==> src/rtl/scaler_h_linear_if.sv <==
// Video stream bundle for the horizontal linear scaler: the input pixel
// stream with its sync pulses, the output stream, and the step setting.
interface scaler_h_linear_if #(
  parameter int PIXEL_WIDTH = 8
);
  logic [15:0]            scale_step;
  logic [PIXEL_WIDTH-1:0] di_i;
  logic                   de_i;
  logic                   hs_i;
  logic                   vs_i;
  logic [PIXEL_WIDTH-1:0] do_o;
  logic                   de_o;
  logic                   hs_o;
  logic                   vs_o;

  // Source side: drives the input stream and consumes the scaled stream.
  modport master (
    output scale_step, di_i, de_i, hs_i, vs_i,
    input  do_o, de_o, hs_o, vs_o
  );

  // Scaler side: consumes the input stream and drives the scaled stream.
  modport slave (
    input  scale_step, di_i, de_i, hs_i, vs_i,
    output do_o, de_o, hs_o, vs_o
  );
endinterface

==> src/rtl/scaler_h_linear.sv <==
// Horizontal linear-interpolating downscaler (unity or reduction only).
// Output sample k of a line sits at position k*step in fixed-point input
// units; it is produced when the input pixel just to its right arrives,
// blending that pixel with its left neighbour. Three register stages:
// decision/coefficient, weighted sum, output.
module scaler_h_linear #(
  parameter int PIXEL_STEP  = 128,
  parameter int PIXEL_WIDTH = 8,
  parameter int COE_WIDTH   = 8
) (
  input logic              clk,
  input logic              rst_n,
  scaler_h_linear_if.slave bus
);

  localparam int CNT_W     = 24;
  localparam int STEP_LOG2 = $clog2(PIXEL_STEP);
  localparam int FRAC_W    = CNT_W + COE_WIDTH;
  localparam int SUM_W     = PIXEL_WIDTH + COE_WIDTH + 1;
  localparam logic [CNT_W-1:0] STEP_C = CNT_W'(PIXEL_STEP);

  // Line state
  logic [CNT_W-1:0]       pos;
  logic [CNT_W-1:0]       acc;
  logic [15:0]            step_q;
  logic [PIXEL_WIDTH-1:0] p0;
  logic                   active;

  // Stage 1: interpolation operands
  logic                   s1_valid;
  logic                   s1_hs;
  logic                   s1_vs;
  logic [PIXEL_WIDTH-1:0] s1_p0;
  logic [PIXEL_WIDTH-1:0] s1_p1;
  logic [COE_WIDTH-1:0]   s1_coe;

  // Stage 2: weighted sum
  logic                   s2_valid;
  logic                   s2_hs;
  logic                   s2_vs;
  logic [SUM_W-1:0]       s2_sum;

  // Stage 3: output registers
  logic [PIXEL_WIDTH-1:0] do_q;
  logic                   de_q;
  logic                   hs_q;
  logic                   vs_q;

  logic [15:0]            eff_step_in;
  logic [CNT_W-1:0]       frac;
  logic [COE_WIDTH-1:0]   coe_next;
  logic                   emit;
  logic [COE_WIDTH:0]     w0;
  logic [SUM_W-1:0]       prod0;
  logic [SUM_W-1:0]       prod1;

  // Clamp the requested pitch to unity so the scaler never upsamples, and
  // decide whether the arriving pixel closes off the next output position.
  always_comb begin
    eff_step_in = (bus.scale_step < 16'(PIXEL_STEP)) ? 16'(PIXEL_STEP) : bus.scale_step;
    frac        = acc + STEP_C - pos;
    coe_next    = COE_WIDTH'((FRAC_W'(frac) << COE_WIDTH) >> STEP_LOG2);
    emit        = bus.de_i && !bus.hs_i && (pos != '0) && (acc < pos);
  end

  // Line bookkeeping and stage 1: a line start wins over a coincident pixel,
  // which then becomes pixel 0 of the fresh line.
  always_ff @(posedge clk or negedge rst_n) begin
    if (!rst_n) begin
      pos      <= '0;
      acc      <= '0;
      step_q   <= 16'(PIXEL_STEP);
      p0       <= '0;
      active   <= 1'b0;
      s1_valid <= 1'b0;
      s1_hs    <= 1'b0;
      s1_vs    <= 1'b0;
      s1_p0    <= '0;
      s1_p1    <= '0;
      s1_coe   <= '0;
    end else begin
      s1_hs    <= bus.hs_i;
      s1_vs    <= bus.vs_i;
      s1_valid <= 1'b0;
      if (bus.hs_i) begin
        step_q <= eff_step_in;
        acc    <= '0;
        active <= 1'b1;
        if (bus.de_i) begin
          p0  <= bus.di_i;
          pos <= STEP_C;
        end else begin
          p0  <= '0;
          pos <= '0;
        end
      end else if (bus.de_i) begin
        p0  <= bus.di_i;
        pos <= pos + STEP_C;
        if (emit) begin
          acc      <= acc + CNT_W'(step_q);
          s1_valid <= active;
          s1_p0    <= p0;
          s1_p1    <= bus.di_i;
          s1_coe   <= coe_next;
        end
      end
    end
  end

  // Blend weights are complementary, so the full-precision sum never
  // exceeds the largest pixel value scaled by 2^COE_WIDTH.
  always_comb begin
    w0    = {1'b1, {COE_WIDTH{1'b0}}} - {1'b0, s1_coe};
    prod0 = SUM_W'(s1_p0) * SUM_W'(w0);
    prod1 = SUM_W'(s1_p1) * SUM_W'(s1_coe);
  end

  // Stage 2: register the weighted sum alongside the sync pulses.
  always_ff @(posedge clk or negedge rst_n) begin
    if (!rst_n) begin
      s2_valid <= 1'b0;
      s2_hs    <= 1'b0;
      s2_vs    <= 1'b0;
      s2_sum   <= '0;
    end else begin
      s2_valid <= s1_valid;
      s2_hs    <= s1_hs;
      s2_vs    <= s1_vs;
      if (s1_valid) begin
        s2_sum <= prod0 + prod1;
      end
    end
  end

  // Stage 3: normalise the sum; the pixel output holds between samples.
  always_ff @(posedge clk or negedge rst_n) begin
    if (!rst_n) begin
      do_q <= '0;
      de_q <= 1'b0;
      hs_q <= 1'b0;
      vs_q <= 1'b0;
    end else begin
      de_q <= s2_valid;
      hs_q <= s2_hs;
      vs_q <= s2_vs;
      if (s2_valid) begin
        do_q <= PIXEL_WIDTH'(s2_sum >> COE_WIDTH);
      end
    end
  end

  assign bus.do_o = do_q;
  assign bus.de_o = de_q;
  assign bus.hs_o = hs_q;
  assign bus.vs_o = vs_q;

endmodule

==> src/flat_wrapper.sv <==
// flat-port wrapper written by rule: the top's interface ports become plain ports
module scaler_h_linear_flat 
#(
  parameter int PIXEL_STEP  = 128,
  parameter int PIXEL_WIDTH = 8,
  parameter int COE_WIDTH   = 8
)
  (clk, rst_n, bus_scale_step, bus_di_i, bus_de_i, bus_hs_i, bus_vs_i, bus_do_o, bus_de_o, bus_hs_o, bus_vs_o);
  scaler_h_linear_if #(.PIXEL_WIDTH(PIXEL_WIDTH)) bus_i ();
  input logic clk;
  input logic rst_n;
  input wire logic [$bits(bus_i.scale_step)-1:0] bus_scale_step;
  input wire logic [$bits(bus_i.di_i)-1:0] bus_di_i;
  input wire logic [$bits(bus_i.de_i)-1:0] bus_de_i;
  input wire logic [$bits(bus_i.hs_i)-1:0] bus_hs_i;
  input wire logic [$bits(bus_i.vs_i)-1:0] bus_vs_i;
  output wire logic [$bits(bus_i.do_o)-1:0] bus_do_o;
  output wire logic [$bits(bus_i.de_o)-1:0] bus_de_o;
  output wire logic [$bits(bus_i.hs_o)-1:0] bus_hs_o;
  output wire logic [$bits(bus_i.vs_o)-1:0] bus_vs_o;
  assign bus_i.scale_step = bus_scale_step;
  assign bus_i.di_i = bus_di_i;
  assign bus_i.de_i = bus_de_i;
  assign bus_i.hs_i = bus_hs_i;
  assign bus_i.vs_i = bus_vs_i;
  assign bus_do_o = bus_i.do_o;
  assign bus_de_o = bus_i.de_o;
  assign bus_hs_o = bus_i.hs_o;
  assign bus_vs_o = bus_i.vs_o;
  scaler_h_linear #(.PIXEL_STEP(PIXEL_STEP), .PIXEL_WIDTH(PIXEL_WIDTH), .COE_WIDTH(COE_WIDTH)) u_core (.clk(clk), .rst_n(rst_n), .bus(bus_i));
endmodule
==> config.mk <==
export PLATFORM = sky130hd
export DESIGN_NAME = scaler_h_linear_flat
export DESIGN_NICKNAME = d
export VERILOG_FILES = /design/src/rtl/scaler_h_linear_if.sv /design/src/rtl/scaler_h_linear.sv /design/src/flat_wrapper.sv
export SDC_FILE = /design/constraint.sdc
export NUM_CORES = 1
export LEC_CHECK = 0
export ABC_AREA = 1
export CORE_ASPECT_RATIO = 0.8
export CORE_MARGIN = 4
export CORE_UTILIZATION = 60
export DETAILED_ROUTE_END_ITERATION = 7
export GPL_TIMING_DRIVEN = 0
export PLACE_DENSITY = 0.85
export SYNTH_ARGS = -nofsm -noshare
export SYNTH_HDL_FRONTEND = slang
export SYNTH_SLANG_ARGS = --single-unit
==> constraint.sdc <==
create_clock -name clk -period 9.1 [get_ports clk]
set_input_delay 1.82 -clock clk [delete_from_list [all_inputs] [get_ports clk]]
set_output_delay 1.82 -clock clk [all_outputs]
set_load 0.01 [all_outputs]
==> impl_metrics.ini <==
[synth]
postSynthRegisterBits = 114
synthesis.yosys.warnings = 0
post_synth_design_cell_area_mm2 = 0.0104
synth_ff_type = sky130_fd_sc_hd__dfrtp_1
synth.avg_cell_area_um2 = 7.49
syn-instance-count = 1395
synth_nets = 1600
asyncSetResetFlopFracSynth_pct = 100
synth_cell_type_count = 40
synth-seq-area-share_pct = 27.3
synth-edff-count = 0

[flow_run]
maxCapViolations = 0

[critical_path]
cpMostUsedCell = sky130_fd_sc_hd__fa_1
critical_path.top_delay_family = adder cells
critPathRequiredTime_ns = 9.39
crit_path_max_fanout = 10
delay_of_the_slowest_critical_path_stage_ns = 0.54
worst_setup_path_end_kind = flop
worstPathArrival_ns = 7.76
worst-setup-path-type = flop to flop
number_of_buffer_and_inverter_stages_on_the_critical_path = 6
worstSetupStartpointType = flop
critical-path-slowest-cell = sky130_fd_sc_hd__fa_1

[clock_network]
clock_insertion_delay_worst_skew_ns = 0.43
cts_tree = done
post_cts_resize_count = 0
cts_hold_buffers = 0
cts_root_buf = sky130_fd_sc_hd__clkbuf_16
clock_path_buffers = 2
cts_max_level = 4
postCtsSetupRepairBufs = 0
cts-buffers-inserted = 17
clock-sinks = 114
path_clk_slew_ns = 0.06

[global_routing]
grt_antenna_before_repair = 0
grt_overflow_total = 0
first_pass_grt_wire_length_um = 43800
grt_start_max_net_pins = 67
grt_use_total_pct = 27.6
first_global_vias = 9179

[floorplan]
initial_core_util_pct = 62.1
pin_count = 40
die_area_mm2 = 0.0196
die_x_um = 156
chipHeight_um = 126
core_area_mm2 = 0.0168
rows = 42

[sta]
finalSetupViolCount = 0
clock-skew-final_ns = 0.00819
min_period_ns = 7.47
report.final.hold_viol_count = 0
worst_slew_margin_rel_pct = 56.6
layout_worst_path_cycle_share_pct = 82.1
drv_slew = 0
tightestPinTransition_ns = 0.651
rsz0062_at_grt = no
fmaxAchievable_mhz = 134
final.setup.tns_ns = 0

[route]
drtAntennaViolNets = 0
drc_violations_left = 0
routed_via_density = 5.49
route.detailed.wl_per_inst_um = 15.4
wl_um = 25900
initialDrtViolationCount = 823
detail_route.first_pass.iterations = 6
num_vias = 9261

[finish]
insertedDiodeCount = 0
drive_gt1_share_pct = 5.32
most-common-layout-cells = sky130_fd_sc_hd__nand2_1 (402), sky130_fd_sc_hd__inv_1 (262), sky130_fd_sc_hd__dfrtp_1 (113)
num-nets-final = 1659
post-route-util_pct = 69.9
area_growth_pct = 12.5
most_frequent_standard_cell_in_the_layout_excluding_fill_and_tap_cells = sky130_fd_sc_hd__nand2_1

[placement]
hpwl_um = 20200
io_buffers = 39
routabilityCongestion = 0.957

[status]
outcome = complete, no violations

[worst_hold_path]
timing.hold.worst.class = flop to flop
state kept, by name (all words and copies together) (netlist names), 7 cells and up:
name             count
u_core.acc          24
u_core.step_q       16
u_core.pos          17
u_core.p0            8
u_core.s1_p0         8
u_core.s1_p1         8
u_core.s2_sum        8
u_core.s1_coe        7
u_core.bus.do_o      8
per-stage QoR:
stage	worst slack, ns	std cells	hold WS (ns)	cell area, um2
2_1_floorplan	2.41	1395	0.331	10400
3_3_place_gp	1.90	1654	0.333	11100
3_5_place_dp	1.75	1655	0.342	11100
4_1_cts	1.71	1687	0.351	11800
5_1_grt	1.18	1687	0.351	11800
6_report	1.63	1687	0.347	11800
cell type report:
cell class / instances / area (um2)
Sequential cell: 114 / 2850
Clock inverter: 9 / 128
Inverter: 267 / 1000
Multi-Input combinational cell: 976 / 6430
Clock buffer: 23 / 488
Timing Repair Buffer: 40 / 415
Tap cell: 220 / 275
Fill cell: 1341 / 5060
Buffer: 38 / 158
worst register-to-register path: cells and delay by family, from the launching register on:
kind	cells	cell delay (ns)
adders and majority gates	10	4.54
xor gates and xnor gates	1	0.18
and+or+nand+nor	7	0.93
buffers and inverters	6	0.77
DFF	1	0.36
AOI/OAI and AO/OA	3	0.53
worst paths after layout:
kind	from	endpoint	slack [ns]	cells after the start
hold reg to reg	u_core.s1_vs	u_core.s2_vs	0.35	0
max in group asynchronous	rst_n	u_core.p0[4]	6.94	2
setup / recovery	u_core.s1_coe[5]	u_core.s2_sum[13]	1.63	27
hold / removal	u_core.s1_vs	u_core.s2_vs	0.35	0
setup reg to reg	u_core.s1_coe[5]	u_core.s2_sum[13]	1.63	27
min in group asynchronous	rst_n	u_core.acc[8]	1.41	1
Yosys cell counts, types with 4 or more instances:
master	instances	share of area (%)
sky130_fd_sc_hd__nand4_1	23	1.4
sky130_fd_sc_hd__nand2_1	402	14
sky130_fd_sc_hd__o21ai_1	28	1.3
sky130_fd_sc_hd__dfrtp_1	113	27
sky130_fd_sc_hd__inv_2	4	0.14
sky130_fd_sc_hd__o21a_1	4	0.29
sky130_fd_sc_hd__nor3_1	15	0.72
sky130_fd_sc_hd__a21oi_1	60	2.9
sky130_fd_sc_hd__mux2_2	5	0.54
sky130_fd_sc_hd__xor2_1	12	1.0
sky130_fd_sc_hd__nor2_2	5	0.30
sky130_fd_sc_hd__xnor2_1	10	0.84
sky130_fd_sc_hd__o21ai_0	48	2.3
sky130_fd_sc_hd__inv_1	262	9.4
sky130_fd_sc_hd__ha_1	98	12
sky130_fd_sc_hd__clkbuf_1	25	0.90
sky130_fd_sc_hd__nor2_1	81	2.9
sky130_fd_sc_hd__nand3_1	66	3.2
sky130_fd_sc_hd__or2_2	12	0.72
sky130_fd_sc_hd__buf_2	12	0.57
sky130_fd_sc_hd__fa_1	78	15
cells by family after synthesis:
kind of cell | after synthesis | share of synthesized area, %
other cells | 2 | 0.0719
mux | 5 | 0.539
fa+ha+maj | 176 | 26.7
buf+inv | 305 | 11.1
flops | 114 | 27.3
xor+xnor | 22 | 1.84
simple gates | 620 | 24.9
compound gates | 151 | 7.58
per-layer routing:
layer	GRT usage (%)	part of all wire, %	up-vias
li1	-	-	4441
met1	39.8	45	4419
met2	41.9	44	356
met3	5.83	9.0	45
met4	8.90	1.7	0
met5	0	0	-
Power is not shown: default switching activity piles up to over one toggle a cycle in this logic, so the estimate is an artifact.
